`src/rtl/pattern_stream_gen_if.sv`:
```
// Output stream bundle of the test-pattern generator.
// Beat payload and raster tags with a valid/ready handshake.
interface pattern_stream_gen_if #(
  parameter int PIXEL_BIT = 24,
  parameter int PACK_NUM  = 2,
  parameter int CNT_WIDTH = 12
);
  logic                          out_valid;
  logic                          out_ready;
  logic [PACK_NUM*PIXEL_BIT-1:0] out_data;
  logic [CNT_WIDTH-1:0]          out_x;
  logic [CNT_WIDTH-1:0]          out_y;
  logic                          out_sof;
  logic                          out_eol;
  logic [7:0]                    out_frame_cnt;

  modport master (
    output out_valid, out_data, out_x, out_y,
    output out_sof, out_eol, out_frame_cnt,
    input  out_ready
  );

  modport slave (
    input  out_valid, out_data, out_x, out_y,
    input  out_sof, out_eol, out_frame_cnt,
    output out_ready
  );
endinterface

```
`src/rtl/pattern_stream_gen.sv`:
```
// Multi-pixel test-pattern source with its own raster counters.
// Pattern and LFSR seed are latched on the start-of-frame beat.
module pattern_stream_gen #(
  parameter int PIXEL_BIT = 24,
  parameter int PACK_NUM  = 2,
  parameter int CNT_WIDTH = 12,
  parameter int H_ACTIVE  = 1920,
  parameter int V_ACTIVE  = 1080
) (
  input  logic       in_pclk,
  input  logic       in_rst,
  input  logic       in_enable,
  input  logic [2:0] in_pattern,
  pattern_stream_gen_if.master strm
);
  localparam int CW  = CNT_WIDTH;
  localparam int CW1 = CNT_WIDTH + 1;
  localparam int DW  = PACK_NUM * PIXEL_BIT;
  localparam logic [31:0] SEED = 32'hFFFF_FFFF;
  localparam logic [31:0] POLY = 32'h04C1_1DB7;
  localparam logic [PIXEL_BIT-1:0] ONES = '1;
  localparam logic [PIXEL_BIT-1:0] STEP = ONES / PIXEL_BIT'(7);
  localparam logic [CW1-1:0] BAR  = CW1'(H_ACTIVE / 8);
  localparam logic [CW1-1:0] BAND = CW1'(V_ACTIVE / 8);
  localparam logic [CW-1:0] X_LAST = CW'(H_ACTIVE - PACK_NUM);
  localparam logic [CW-1:0] Y_LAST = CW'(V_ACTIVE - 1);
  localparam logic [CW-1:0] X_STEP = CW'(PACK_NUM);

  typedef enum logic {IDLE, RUN} state_t;

  function automatic logic [31:0] lfsr_next(input logic [31:0] s);
    return {s[30:0], 1'b0} ^ (s[31] ? POLY : 32'h0);
  endfunction

  function automatic logic [PIXEL_BIT-1:0] grey(input logic [2:0] i);
    return (i == 3'd7) ? ONES : STEP * PIXEL_BIT'(i);
  endfunction

  function automatic logic [2:0] clamp7(input logic [CW1-1:0] v);
    return (v > CW1'(7)) ? 3'd7 : v[2:0];
  endfunction

  state_t          state_q, state_d;
  logic [CW-1:0]   x_q, x_d, y_q, y_d;
  logic [31:0]     lfsr_q, lfsr_d;
  logic [2:0]      pat_q, pat_d;
  logic            valid_q, valid_d;
  logic [DW-1:0]   data_q, data_d;
  logic [CW-1:0]   ox_q, ox_d, oy_q, oy_d;
  logic            sof_q, sof_d, eol_q, eol_d;
  logic [7:0]      fcnt_q, fcnt_d;

  logic            origin, load, last_acc;
  logic [2:0]      pat;
  logic [31:0]     s;
  logic [CW1-1:0]  px, y_ext;
  logic [PIXEL_BIT-1:0] lane;

  assign origin   = (x_q == '0) && (y_q == '0);
  assign last_acc = valid_q && strm.out_ready && eol_q && (oy_q == Y_LAST);
  assign y_ext    = CW1'(y_q);

  always_comb begin
    state_d = state_q;
    x_d     = x_q;
    y_d     = y_q;
    lfsr_d  = lfsr_q;
    pat_d   = pat_q;
    valid_d = valid_q;
    data_d  = data_q;
    ox_d    = ox_q;
    oy_d    = oy_q;
    sof_d   = sof_q;
    eol_d   = eol_q;
    fcnt_d  = fcnt_q + 8'(last_acc);
    load    = 1'b0;
    pat     = origin ? in_pattern : pat_q;
    s       = origin ? SEED : lfsr_q;
    px      = '0;
    lane    = '0;

    unique case (state_q)
      IDLE: begin
        if (strm.out_ready) valid_d = 1'b0;
        if (in_enable) state_d = RUN;
      end
      RUN: begin
        if (!valid_q || strm.out_ready) begin
          // enable only matters where a new frame would start
          if (origin && !in_enable) begin
            state_d = IDLE;
            valid_d = 1'b0;
          end else begin
            load = 1'b1;
          end
        end
      end
      default: state_d = IDLE;
    endcase

    if (load) begin
      for (int k = 0; k < PACK_NUM; k++) begin
        px = CW1'(x_q) + CW1'(k);
        s  = lfsr_next(s);
        unique case (pat)
          3'd0: lane = grey(fcnt_d[6:4]);
          3'd1: lane = grey(clamp7(y_ext / BAND));
          3'd2: lane = grey(clamp7(px / BAR));
          3'd3: lane = PIXEL_BIT'(32'(px) + 32'(y_q));
          3'd4: lane = s[PIXEL_BIT-1:0];
          3'd5: lane = {PIXEL_BIT{px[3] ^ y_q[3]}};
          3'd6: lane = '0;
          3'd7: lane = ONES;
        endcase
        data_d[k*PIXEL_BIT +: PIXEL_BIT] = lane;
      end
      lfsr_d  = s;
      pat_d   = pat;
      valid_d = 1'b1;
      ox_d    = x_q;
      oy_d    = y_q;
      sof_d   = origin;
      eol_d   = (x_q == X_LAST);
      if (x_q == X_LAST) begin
        x_d = '0;
        y_d = (y_q == Y_LAST) ? '0 : y_q + CW'(1);
      end else begin
        x_d = x_q + X_STEP;
      end
    end
  end

  always_ff @(posedge in_pclk or posedge in_rst) begin
    if (in_rst) begin
      state_q <= IDLE;
      x_q     <= '0;
      y_q     <= '0;
      lfsr_q  <= SEED;
      pat_q   <= '0;
      valid_q <= 1'b0;
      data_q  <= '0;
      ox_q    <= '0;
      oy_q    <= '0;
      sof_q   <= 1'b0;
      eol_q   <= 1'b0;
      fcnt_q  <= '0;
    end else begin
      state_q <= state_d;
      x_q     <= x_d;
      y_q     <= y_d;
      lfsr_q  <= lfsr_d;
      pat_q   <= pat_d;
      valid_q <= valid_d;
      data_q  <= data_d;
      ox_q    <= ox_d;
      oy_q    <= oy_d;
      sof_q   <= sof_d;
      eol_q   <= eol_d;
      fcnt_q  <= fcnt_d;
    end
  end

  assign strm.out_valid     = valid_q;
  assign strm.out_data      = data_q;
  assign strm.out_x         = ox_q;
  assign strm.out_y         = oy_q;
  assign strm.out_sof       = sof_q;
  assign strm.out_eol       = eol_q;
  assign strm.out_frame_cnt = fcnt_q;
endmodule
```
`src/flat_wrapper.sv`:
```
// flat-port wrapper written by rule: the top's interface ports become plain ports
module pattern_stream_gen_flat 
#(
  parameter int PIXEL_BIT = 24,
  parameter int PACK_NUM  = 2,
  parameter int CNT_WIDTH = 12,
  parameter int H_ACTIVE  = 1920,
  parameter int V_ACTIVE  = 1080
)
  (in_pclk, in_rst, in_enable, in_pattern, strm_out_valid, strm_out_data, strm_out_x, strm_out_y, strm_out_sof, strm_out_eol, strm_out_frame_cnt, strm_out_ready);
  pattern_stream_gen_if #(.PIXEL_BIT(PIXEL_BIT), .PACK_NUM(PACK_NUM), .CNT_WIDTH(CNT_WIDTH)) strm_i ();
  input  logic in_pclk;
  input  logic in_rst;
  input  logic in_enable;
  input  logic [2:0] in_pattern;
  output wire logic [$bits(strm_i.out_valid)-1:0] strm_out_valid;
  output wire logic [$bits(strm_i.out_data)-1:0] strm_out_data;
  output wire logic [$bits(strm_i.out_x)-1:0] strm_out_x;
  output wire logic [$bits(strm_i.out_y)-1:0] strm_out_y;
  output wire logic [$bits(strm_i.out_sof)-1:0] strm_out_sof;
  output wire logic [$bits(strm_i.out_eol)-1:0] strm_out_eol;
  output wire logic [$bits(strm_i.out_frame_cnt)-1:0] strm_out_frame_cnt;
  input wire logic [$bits(strm_i.out_ready)-1:0] strm_out_ready;
  assign strm_out_valid = strm_i.out_valid;
  assign strm_out_data = strm_i.out_data;
  assign strm_out_x = strm_i.out_x;
  assign strm_out_y = strm_i.out_y;
  assign strm_out_sof = strm_i.out_sof;
  assign strm_out_eol = strm_i.out_eol;
  assign strm_out_frame_cnt = strm_i.out_frame_cnt;
  assign strm_i.out_ready = strm_out_ready;
  pattern_stream_gen #(.PIXEL_BIT(PIXEL_BIT), .PACK_NUM(PACK_NUM), .CNT_WIDTH(CNT_WIDTH), .H_ACTIVE(H_ACTIVE), .V_ACTIVE(V_ACTIVE)) u_core (.in_pclk(in_pclk), .in_rst(in_rst), .in_enable(in_enable), .in_pattern(in_pattern), .strm(strm_i));
endmodule
```
`config.mk`:
```
export PLATFORM = sky130hd
export DESIGN_NAME = pattern_stream_gen_flat
export DESIGN_NICKNAME = d
export VERILOG_FILES = /design/src/rtl/pattern_stream_gen_if.sv /design/src/rtl/pattern_stream_gen.sv /design/src/flat_wrapper.sv
export SDC_FILE = /design/constraint.sdc
export NUM_CORES = 1
export LEC_CHECK = 0
export CORE_MARGIN = 2
export CORE_UTILIZATION = 25
export DETAILED_ROUTE_END_ITERATION = 7
export PLACE_DENSITY = 0.52
export SLEW_MARGIN = 10
export SYNTH_ARGS = -nofsm -noshare
export SYNTH_HDL_FRONTEND = slang
export SYNTH_SLANG_ARGS = --single-unit
export TNS_END_PERCENT = 50
```
`constraint.sdc`:
```
create_clock -name in_pclk -period 4.7 [get_ports in_pclk]
set_input_delay 0.705 -clock in_pclk [delete_from_list [all_inputs] [get_ports in_pclk]]
set_output_delay 0.705 -clock in_pclk [all_outputs]
set_load 0.1 [all_outputs]
```
* Yosys cells after proc, flatten, opt, wreduce, memory -nomap -nowiden
Index checks and enable logic that the tools add are counted.
** Word-level totals
- Bits in registers :: 143
- Bits in latches :: 0
- Bits in writable memories :: 0
- Memory bits (read-only) :: 0
- Input bits :: 7
- Word-level logic and storage cells :: 89
- Memories kept :: 0
** Cells by class
- Add/sub/neg operators :: 6
- $mul :: 4
- Divide/modulo/power cells :: 3
- $lt $le $gt $ge :: 3
- Equal/unequal tests :: 17
- Shifts and indexed selects :: 0
- Multiplexer cells :: 26
- Bitwise operators :: 5
- Reductions and logical operators :: 13
** Operators with widths (count)
- one-hot mux 24 bit (8 select lines) :: 2
- multiplier 22 x 3 -> 24 bit (first input constant) :: 4
- 2-to-1 mux 24 bit :: 4
- bitwise XOR 32 bit :: 2
- 2-to-1 mux 27 bit :: 2
- greater-than comparator 13 x 3 -> 1 bit (second input constant) :: 3
- equality test 12 x 11 -> 1 bit (second input constant) :: 3
- 2-to-1 mux 32 bit :: 1
- divider 12 x 8 -> 13 bit (second input constant) :: 2
- equality test 3 bit (second input constant) :: 8
- logical NOT 12 bit :: 2
- 2-to-1 mux 12 bit :: 2
- adder 13 x 12 -> 14 bit :: 1
- adder 12 x 1 -> 13 bit (second input constant) :: 1
- adder 12 x 12 -> 13 bit :: 1
- divider 13 x 8 -> 13 bit (second input constant) :: 1
- adder 12 x 1 -> 12 bit (second input constant) :: 1
- adder 12 x 2 -> 12 bit (second input constant) :: 1
- 2-to-1 mux 3 bit :: 4
- 2-to-1 mux 1 bit :: 9
- adder 8 x 1 -> 8 bit :: 1
- equality test 3 x 2 -> 1 bit (second input constant) :: 2
- inequality test 3 bit (second input constant) :: 2
- logical AND 1 bit :: 5
- 10 further kinds :: 13

* Depth between registers and ports, before layout
Gate-level depths: netlist of the first run.
- Word-level depth :: 8
- Gate-level depth with buffers :: 18

* Worst setup path before layout of the first run
Ideal clock, no wire load.
- Path type :: register to register
- Start :: register u_core.y_q[8]
- End :: register u_core.data_q[42], in the netlist u_core.strm.out_data[42]
- Setup time :: 145 ps
- Data arrival time :: 3943 ps
- Setup slack :: 612 ps
- Stages on the path, launching flop included :: 19
- Path buffers :: 3
- Period minus slack after synthesis :: 4088 ps
- Cell sequence :: dfrtp_1 buf_6 or4_4 buf_6 nor3_4 o21ai_2 a41oi_4 nor4_4 a21oi_1 nor2b_1 nor2_1 xnor2_1 ha_1 or4_1 nand2_1 a32oi_1 o211ai_2 buf_6 a41oi_2
** On the way
- Cells in the longest elaborated chain, start to end :: 6
** RTL lines
- from (decl) :: RTL line pattern_stream_gen.sv:44 : logic [CW-1:0] x_q, x_d, y_q, y_d;
- from (signal assigned) :: RTL line pattern_stream_gen.sv:150 : y_q <= y_d;
- divider 12 x 8 -> 13 bit / logical NOT 12 bit (equally long branches) :: RTL line pattern_stream_gen.sv:107, pattern_stream_gen.sv:59
- greater-than comparator 13 x 3 -> 1 bit / logical AND 1 bit (equally long branches) :: RTL line pattern_stream_gen.sv:40, pattern_stream_gen.sv:59
- 2-to-1 mux 3 bit, or another cell as far along :: RTL line pattern_stream_gen.sv:40 : return (v > CW1'(7)) ? 3'd7 : v[2:0];
- multiplier 22 x 3 -> 24 bit, or another cell as far along :: RTL line pattern_stream_gen.sv:36 : return (i == 3'd7) ? ONES : STEP * PIXEL_BIT'(i);
- 2-to-1 mux 24 bit, or another cell as far along :: RTL line pattern_stream_gen.sv:36
- one-hot mux 24 bit (8 select lines) / 2-to-1 mux 1 bit (equally long branches) :: RTL line pattern_stream_gen.sv:105, pattern_stream_gen.sv:82
- to (signal assigned) :: RTL line pattern_stream_gen.sv:154 : data_q <= data_d;
- to (decl) :: RTL line pattern_stream_gen.sv:48 : logic [DW-1:0] data_q, data_d;
Several ways; a longest one is shown, not always the timed one.
A chain may end at the register's enable or synchronous reset.

* Worst setup path in the final report of the first run
- Start :: register u_core.y_q[9]
- End :: register u_core.data_q[39], in the netlist u_core.strm.out_data[39]
The elaborated chain is that of the path after synthesis.

==> results of run 1 <==
==> layer usage <==
layer | part of all wire, % | track usage (%)
met1 | 46 | 21.5
met2 | 48 | 26.5
met3 | 4.4 | 2.58
met4 | 2.2 | 5.28
met5 | 0 | 0
==> cells by family after synthesis <==
family | count (synthesis) | synth area share, %
other cells | 1 | 0.0432
buf+inv | 95 | 4.47
flops | 141 | 41.1
compound gates | 281 | 22.6
xor+xnor | 75 | 7.65
fa+ha+maj | 28 | 4.12
simple gates | 352 | 19.1
mux | 8 | 0.965
==> per-stage QoR <==
stage	utilization, %	TNS, ns	power (mW)	setup WS [ns]
after global placement	29.8	0	3.64	0.231
after detailed placement	29.8	0	3.65	0.268
after global routing	31.6	-0.144	5.24	-0.0428
final	31.6	0	4.96	0.256
after floorplan	-	0	3.17	0.267
after CTS	31.5	0	5.01	0.180
==> final cells by class <==
cell class                 count  area (um^2)
fill                        3652        23500
multi-input combinational    745         4780
sequential                   141         3570
timing repair buffer         143         1290
tap                          455          569
clock buffer                  17          425
clock inverter                15          149
inverter                      20         80.1
==> registers in the layout, summed over array words and instances, names as in the netlist <==
register	flops
u_core.state_q	1
u_core.strm.out_data	48
u_core.strm.out_frame_cnt	8
u_core.x_q	11
u_core.strm.out_y	12
u_core.strm.out_sof	1
u_core.strm.out_x	11
u_core.strm.out_valid	1
u_core.y_q	12
u_core.pat_q	3
u_core.strm.out_eol	1
u_core.lfsr_q	32
==> cell usage in the layout, fill, tap and decap left out, types with 27 or more instances in the layout <==
cell / netlist / final
a21oi_1: 55 / 55
buf_4: 1 / 55
clkdlybuf4s50_1: 0 / 88
dfrtp_1: 109 / 106
dfstp_2: 32 / 32
ha_1: 27 / 27
nand2_1: 131 / 131
nand3_1: 28 / 28
nor2_1: 84 / 83
o21ai_0: 63 / 63
o22a_1: 32 / 32
xnor2_1: 51 / 51
==> repair_timing <==
| item | CTS | global route |
|---|---|---|
| setup buffers | 0 | 3 |
| setup endpoints to repair | 0 | 16 |
| gates resized for setup | 0 | 7 |
==> cells in the mapped netlist (27+ instances only) <==
| library cell | n | area share [%] |
|---|---|---|
| nand2_1 | 131 | 5.7 |
| dfrtp_1 | 109 | 31 |
| nor2_1 | 84 | 3.6 |
| o21ai_0 | 63 | 3.6 |
| clkbuf_1 | 58 | 2.5 |
| a21oi_1 | 55 | 3.2 |
| xnor2_1 | 51 | 5.1 |
| dfstp_2 | 32 | 9.7 |
| o22a_1 | 32 | 3.2 |
| nand3_1 | 28 | 1.6 |
| nor3_1 | 28 | 1.6 |
| ha_1 | 27 | 3.9 |
==> worst paths after layout <==
check                                    start                  endpoint  slack [ns]  cells past startpoint
min in group asynchronous               in_rst     u_core.strm.out_valid        0.76                      2
worst max-delay path             u_core.y_q[9]  u_core.strm.out_data[39]        0.26                     17
worst min-delay path            u_core.state_q            u_core.state_q        0.48                      1
max in group asynchronous               in_rst         u_core.lfsr_q[20]        3.01                      3
worst max register to register   u_core.y_q[9]  u_core.strm.out_data[39]        0.26                     17
worst min register to register  u_core.state_q            u_core.state_q        0.48                      1
==> where the power goes <==
group | switching (mW) | internal (mW) | total (mW)
logic | 1.21 | 0.599 | 1.81
registers | 0.278 | 1.55 | 1.83
clock network | 0.626 | 0.704 | 1.33
total | 2.11 | 2.85 | 4.96
==> flow_metrics.tcl, run 1 <==
set metrics [dict create \
    drive_above_1_share_pct 14.0 \
    arrival_ns 4.74 \
    syn_avg_cell_area_um2 8.85 \
    fin_area_um2 10900 \
    n_antenna_cell 0 \
    ant_nets 0 \
    worst_slew_pin_slew_ns 1.05 \
    clk_pin_slew_worst_paths_ns 0.07 \
    cts_tree "yes" \
    cap_viol_max_count 0 \
    max_freq_mhz 225 \
    drt_iter0_markers 574 \
    syn-cell-area_um2 8680 \
    gp_congestion 0.897 \
    fin_crit_sh_pct 94.5 \
    grt_max_degree 75 \
    hold_ws_ns 0.476 \
    wirelength_um 28600 \
    synthFlopType "dfrtp_1" \
    synth_cell_types 85 \
    synth_nets 1016 \
    place_inst 1501 \
    status "finished clean" \
    synth_edf_count 0 \
    start_util_pct 25.3 \
    endpoint_kind "flip-flop" \
    place_area_um2 10200 \
    fin_cells 1536 \
    path_cells "nor3_1 -> buf_4 -> o21ai_0 -> nor2_1 -> a211oi_1 -> nor3_2 -> a21oi_1 -> nor2b_1 -> nor2_1 -> xnor2_1 -> ha_1 -> or4_1 -> nand2_1 -> a32oi_1 -> o211ai_2 -> buf_4 -> a41oi_1" \
    cts.path.max_buffers 2 \
    grt.overflow.total 0 \
    cts-root-buf "clkbuf_16" \
    nNetsFinal 1103 \
    maxSlewHeadroom_pct 29.9 \
    critical-path-top-delay-family "compound AO/OA/AOI/OAI gates" \
    drv_slew 0 \
    hpwl_um 20600 \
    numCtsBuffers 17 \
    synth-async-reset-ratio_pct 100 \
    core_area_um2 34400 \
    layout_min_cycle_time_ns 4.44 \
    route.detailed.drc 0 \
    area_growth_pct 25.2 \
    yosysWarnings 0 \
    antenna_found_initial 0 \
    path_max_fanout 16 \
    start_kind "flip-flop" \
    via_per_inst 5.10 \
    leakage_nw 4.38 \
    powerDensity_nw_per_um2 457 \
    cp_num_buf_inv 2 \
    yosysSeqAreaShare_pct 41.1 \
    peakVddDrop_mv 0.251 \
    cts_max_level 4 \
    drt-pass1-iter-count 5 \
    synthCells 981 \
    setup_violations 0 \
    yosys_register_bits 141 \
    criticalPathCategory "reg2reg" \
    fin_worst_skew_ns 0.0142 \
    boundaryPins 90 \
    holdBufCountCts 0 \
    max_stage_delay_ns 0.59 \
    wl_per_cell_um 18.6 \
    hold_class "reg2reg" \
    rows 68 \
    grt_use_total_pct 16.1 \
    vias 7836 \
    grt_pass1_vias 7680 \
    die_w_um 190 \
    dieHeight_um 190 \
    final_hold_viol_count 0 \
    die_area_um2 36200 \
    clock_latency_ns 0.44 \
    port_buffers 88 \
    clkSinkCount 141 \
    cp_slowest_cell "dfrtp_1" \
    grt_pass1_wl_um 45300 \
    crit_required_ns 5.00 \
]
(Power assumes the default switching activity.)
==> run 2, diff against run 1 <==
--- a/config.mk
+++ b/config.mk
@@ -8,7 +8,9 @@
 export CORE_MARGIN = 2
 export CORE_UTILIZATION = 25
 export DETAILED_ROUTE_END_ITERATION = 7
+export HOLD_SLACK_MARGIN = 0.15
 export PLACE_DENSITY = 0.52
+export REMOVE_ABC_BUFFERS = 1
 export SLEW_MARGIN = 10
 export SYNTH_ARGS = -nofsm -noshare
 export SYNTH_HDL_FRONTEND = slang
==> constraint.sdc (replaced) <==
create_clock -name in_pclk -period 3.7 [get_ports in_pclk]
set_input_delay 0.555 -clock in_pclk [delete_from_list [all_inputs] [get_ports in_pclk]]
set_output_delay 0.555 -clock in_pclk [all_outputs]
set_load 0.1 [all_outputs]
==> flow_metrics.tcl, run 2 (same netlist as run 1, synthesis figures left out) <==
set metrics [dict create \
    status "finished with violations" \
    failed_checks "negative setup slack" \
    die_area_um2 36200 \
    grt_max_degree 91 \
    vias 8173 \
    grt_pass1_wl_um 49400 \
    p_int_mw 3.70 \
    worst_slew_pin_slew_ns 1.03 \
    drt-pass1-iter-count 5 \
    endpoint_kind "flip-flop" \
    hpwl_um 22600 \
    clkPwrFrac_pct 27.4 \
    core_area_um2 34400 \
    layout_commonest_cell "buf_4" \
    route.detailed.drc 0 \
    fin_ws_ns -0.378 \
    port_buffers 88 \
    maxSlewHeadroom_pct 31.2 \
    reg2reg_to "u_core.strm.out_data[40]" \
    crit_required_ns 4.02 \
    rows 68 \
    hold_ws_ns 0.474 \
    wirelength_um 31100 \
    holdBufCountCts 0 \
    dieHeight_um 190 \
    p_seq_share_pct 35.3 \
    leakage_nw 5.05 \
    worstHoldStart "u_core.lfsr_q[27]" \
    cts_tree "yes" \
    clk_pin_slew_worst_paths_ns 0.07 \
    fin_crit_sh_pct 110 \
    drv_slew 0 \
    peakVddDrop_mv 0.309 \
    final_hold_viol_count 0 \
    hold_end "u_core.lfsr_q[27]" \
    netSwitchingFraction_pct 42.6 \
    wl_per_cell_um 18.9 \
    cts.path.max_buffers 2 \
    cts_max_level 4 \
    rsz0062_at_grt "yes" \
    start_kind "flip-flop" \
    grt.overflow.total 0 \
    multiInputGateArea_um2 5120 \
    path_max_fanout 10 \
    drt_iter0_markers 517 \
    antenna_found_initial 0 \
    layout_min_cycle_time_ns 4.08 \
    largest_reg_flops 48 \
    area_growth_pct 40.4 \
    n_antenna_cell 0 \
    numCtsBuffers 17 \
    boundaryPins 90 \
    via_per_inst 4.96 \
    cap_viol_max_count 0 \
    criticalPathCategory "reg2reg" \
    final_cell_mix "buf_4 (153), nand2_1 (129), dfrtp_1 (106)" \
    cts-root-buf "clkbuf_16" \
    grt_use_total_pct 17.6 \
    ff2ff_path_depth 18 \
    start_util_pct 25.3 \
    clock_latency_ns 0.44 \
    arrival_ns 4.40 \
    max_freq_mhz 245 \
    p_total_mw 6.44 \
    nNetsFinal 1216 \
    ff2ff_setup_slack_ns -0.38 \
    powerDensity_nw_per_um2 528 \
    fin_worst_skew_ns 0.0198 \
    drive_above_1_share_pct 26.2 \
    hold_class "reg2reg" \
    fill_cells 3549 \
    setup_violations 32 \
    hold-path-cell-count 2 \
    die_w_um 190 \
    grt_pass1_vias 8391 \
    ant_nets 0 \
    seq_area_um2 3570 \
    reg2reg_from "u_core.y_q[10]" \
    clkSinkCount 141 \
    gp_congestion 0.904 \
    power.switching_mw 2.74 \
    combPwrFrac_pct 37.2 \
]
run 2: through the flow:
step	setup WS [ns]	instance area (um^2)	instances	utilization (%)	setup TNS, ns
global route	-0.509	12200	1649	35.5	-14.20
global placement	-0.718	11000	1591	32.0	-17.53
floorplan	-1.67	8370	906	-	-147.79
detailed placement	-0.676	11000	1591	32.0	-17.31
CTS	-0.284	11900	1642	34.7	-7.13
finish	-0.378	12200	1649	35.5	-9.44
run 2: critical path, cell delays in order (launching register included):
cell and delay, ns:
dfrtp_1 0.40, buf_6 0.12, or4_4 0.61, nor3_4 0.25
buf_6 0.14, o21ai_4 0.05, a41oi_4 0.24, nor4_4 0.06
buf_4 0.16, a211oi_4 0.28, a41oi_2 0.18, xnor2_2 0.26
buf_4 0.17, a2111oi_4 0.04, o41ai_2 0.34, nand3_1 0.17
buf_6 0.17, buf_12 0.14, o22a_1 0.16
run 2: worst max-delay path by stage:
| stage | from | to | slack, ns |
|---|---|---|---|
| after global routing | u_core.y_q[10] | u_core.strm.out_data[10] | -0.51 |
| after detailed placement | strm_out_ready | u_core.strm.out_data[39] | -0.68 |
| after global placement | strm_out_ready | u_core.strm.out_data[39] | -0.72 |
| final | u_core.y_q[10] | u_core.strm.out_data[40] | -0.38 |
| after floorplan | u_core.y_q[1] | u_core.y_q[10] | -1.67 |
| after CTS | u_core.y_q[7] | u_core.strm.out_data[4] | -0.28 |
run 2: repair_timing:
action | CTS | global route
gates cloned | 1 | 0
setup buffers | 18 | 10
gates resized for setup | 39 | 44
pin swaps | 16 | 38
setup endpoints to repair | 48 | 39
run 2: final cells by class:
type | count | area share (%)
clock inverter | 14 | 1.15
sequential | 141 | 29.3
timing repair buffer | 256 | 18.5
tap | 455 | 4.67
clock buffer | 18 | 3.69
inverter | 20 | 0.657
multi-input combinational | 745 | 42.0
run 2: per-layer routing:
metal  part of all wire, %  up-vias  track usage [%]
met5                     0        -                0
met4                   1.7        0             4.41
met3                   3.6       29             2.43
met2                    49      168             30.3
met1                    46     4035             23.1
li1                      -     3941                -
run 2: power groups by stage:
stage / clock network, mW / logic, mW / registers [mW]
6_report: 1.77 / 2.40 / 2.28
5_1_grt: 1.88 / 2.58 / 2.32
4_1_cts: 1.81 / 2.41 / 2.28
3_5_place_dp: 0 / 2.38 / 2.31
3_3_place_gp: 0 / 2.36 / 2.30
2_1_floorplan: 0 / 1.01 / 2.98
==> RTL change, RTL diff (settings of run 2) <==
`PACK_NUM` is set to 2 in 3 places; all go to 1.
--- a/src/rtl/pattern_stream_gen_if.sv
+++ b/src/rtl/pattern_stream_gen_if.sv
@@ -2,7 +2,7 @@
 // Beat payload and raster tags with a valid/ready handshake.
 interface pattern_stream_gen_if #(
   parameter int PIXEL_BIT = 24,
-  parameter int PACK_NUM  = 2,
+  parameter int PACK_NUM  = 1,
   parameter int CNT_WIDTH = 12
 );
   logic                          out_valid;
--- a/src/rtl/pattern_stream_gen.sv
+++ b/src/rtl/pattern_stream_gen.sv
@@ -2,7 +2,7 @@
 // Pattern and LFSR seed are latched on the start-of-frame beat.
 module pattern_stream_gen #(
   parameter int PIXEL_BIT = 24,
-  parameter int PACK_NUM  = 2,
+  parameter int PACK_NUM  = 1,
   parameter int CNT_WIDTH = 12,
   parameter int H_ACTIVE  = 1920,
   parameter int V_ACTIVE  = 1080
--- a/src/flat_wrapper.sv
+++ b/src/flat_wrapper.sv
@@ -2,7 +2,7 @@
 module pattern_stream_gen_flat 
 #(
   parameter int PIXEL_BIT = 24,
-  parameter int PACK_NUM  = 2,
+  parameter int PACK_NUM  = 1,
   parameter int CNT_WIDTH = 12,
   parameter int H_ACTIVE  = 1920,
   parameter int V_ACTIVE  = 1080
Ports: changed (resized strm_out_data); port bits go from 90 to 66. No check against the original RTL was run, so the function may have changed too.
==> RTL change against run 2 <==
  * The run still ends with negative setup slack left
  * Highest routed layer unchanged
  * Design area shrank 19%
  * Area after synthesis shrank 18%
  * Routed wire length shrank 28%
  * Worst setup slack gained 0.33 ns
  * Cell count shrank 17%
  * Fmax grew 8.8%
  * Sequential cell count shrank 22
  * Power shrank 26%
  * Clock skew shrank 0.0017 ns
  * Combinational power shrank 45%
  * Sequential power shrank 19%
  * Critical path type unchanged
  * First-iteration DRC count shrank 11%
==> RTL change: results (changes against run 2) <==
[power_and_ir_drop]
p_int_mw=3.109  ; -16%
ir_drop_mv=0.3403  ; +10%
p_leak_nw=4.193  ; -17%

[logic_synthesis]
ys_async_sr_fraction_pct=100.0  ; unchanged
synthTopCellsByArea=dfrtp_1, dfstp_2, nand2_1
synth-seq-area-share_pct=42.38  ; +1.3 points
yosys_warnings=0  ; unchanged
synth_cells=808  ; -18%
ys_top_cells_by_count=nand2_1, dfrtp_1, o21ai_0
synth.distinct_cells=77  ; -9.4%
ys.flop_type=dfrtp_1

[grt]
grt_pass1_vias=6391  ; -24%
grt_pass1_wl_um=35600  ; -28%
grt_max_degree=67  ; -26%
antenna_found_initial=0  ; unchanged
grt_usage_pct=14.96  ; -2.6 points

[layout]
num_antenna_cells=0  ; unchanged
num-nets-final=1000  ; -18%
fin_cells=1363  ; -17%
drive_gt1_share_pct=25.38  ; -0.83 points
largest_reg_flops=32  ; -33%
regMostFlops=u_core.lfsr_q

[place]
place.port_buffers=65  ; -26%
place_hpwl_um=16160  ; -28%
dpl_cell_area_mm2=0.008976  ; -18%
place_congestion=0.9245  ; +2.3%
dpl.cell_count=1317  ; -17%
dp_slack_ns=-0.2283  ; +0.4481 ns

[detailed_routing]
vias=6617  ; -19%
drc_errors=0  ; unchanged
first_pass_iters=5  ; unchanged
drt_iter0_drc=458  ; -11%
wirelength_um=22300  ; -28%

[clock_network]
cts-root-buf=clkbuf_16
cts_buffers=17  ; unchanged
cts_max_level=4  ; unchanged
clk_pin_slew_worst_paths_ns=0.06
clock_latency_ns=0.44  ; about the same
ctsLongestPathBuffers=2  ; unchanged

[worst_setup_path]
arrival_ns=4.06  ; -0.34 ns
critPathMaxFanout=8  ; -2

[status]
status=finished with violations
violations=negative setup slack

[sta]
worst_slew_pin_slew_ns=1.002  ; -0.02584 ns
layout_setup_ws_ns=-0.04981  ; +0.3282 ns
setup_viol=8  ; -75%
fin_worst_skew_ns=0.01817  ; -0.001652 ns
fin_tns_setup_ns=-0.2758  ; +9.168 ns

[min_path]
hp-class=reg2reg

## RTL change: area by class of cell
| type | count | area, um^2 |
|---|---|---|
| clock buffers | 26 | 500.5 |
| fillers | 2937 | 18050 |
| flip-flops and latches | 119 | 3022 |
| well taps | 378 | 473.0 |
| repair buffers | 195 | 1712 |
| multi-input cells | 617 | 4028 |
| inverters | 22 | 85.08 |
| clock inverters | 6 | 66.31 |
## RTL change: path summary, 6_finish.rpt
kind | start | end | depth (start not counted)
min in group asynchronous | in_rst | u_core.strm.out_data[17] | 2
min | u_core.lfsr_q[16] | u_core.lfsr_q[16] | 2
min reg2reg | u_core.lfsr_q[16] | u_core.lfsr_q[16] | 2
max in group asynchronous | in_rst | u_core.lfsr_q[27] | 3
max | u_core.y_q[10] | u_core.strm.out_data[0] | 14
max reg2reg | u_core.y_q[10] | u_core.strm.out_data[0] | 14
## RTL change: cells by family (layout without fill, tap and decap cells)
family          count (synthesis)  in the layout  share of synthesized area (%)
simple gates                  302            302                          19.68
flops                         119            119                          42.38
buf+inv                        72            249                          4.129
xor+xnor                       52             52                          6.395
fa+ha+maj                      23             23                          4.076
mux                            14             14                          2.126
compound gates                226            226                          21.22
## RTL change: power groups by stage
| stage | clock network, mW | registers (mW) | logic [mW] |
|---|---|---|---|
| 2_1_floorplan | 0 | 2.24 | 0.556 |
| 3_3_place_gp | 0 | 1.85 | 1.30 |
| 3_5_place_dp | 0 | 1.86 | 1.31 |
| 4_1_cts | 1.66 | 1.84 | 1.32 |
| 5_1_grt | 1.71 | 1.87 | 1.44 |
| 6_report | 1.63 | 1.84 | 1.32 |
## RTL change: per-stage QoR
stage	hold slack, ns	utilization [%]
final	0.4797	35.39
after global routing	0.5002	35.39
after CTS	0.4790	34.63
after detailed placement	0.4627	32.13
after global placement	0.4600	32.13
after floorplan	0.4492	-
## RTL change: worst max-delay path, cell delays in order, from the launching register on
cell and delay, ns:
dfrtp_1 0.42, buf_6 0.14, o41a_1 0.45, mux2_4 0.32, a21oi_4 0.19, o22a_1 0.18
and4_4 0.29, mux2_4 0.33, o21a_1 0.11, a32o_2 0.33, mux2i_1 0.14, a221oi_1 0.27
a41o_1 0.26, buf_12 0.14, a31oi_1 0.08
## RTL change: timing repair
| action | in CTS | in global routing |
|---|---|---|
| setup endpoints to repair | 15 | 16 |
| hold buffers | 0 | 0 |
| pin swaps | 8 | 8 |
| setup buffers | 8 | 6 |
| gates resized for setup | 19 | 35 |
## RTL change: layer usage
metal | global-route usage (%) | vias up | routed length (um)
met4 | 5.085 | 0 | 411
met5 | 0 | - | 0
met3 | 2.814 | 31 | 893
li1 | - | 3209 | -
met1 | 21.69 | 3224 | 11190
met2 | 22.26 | 153 | 9797
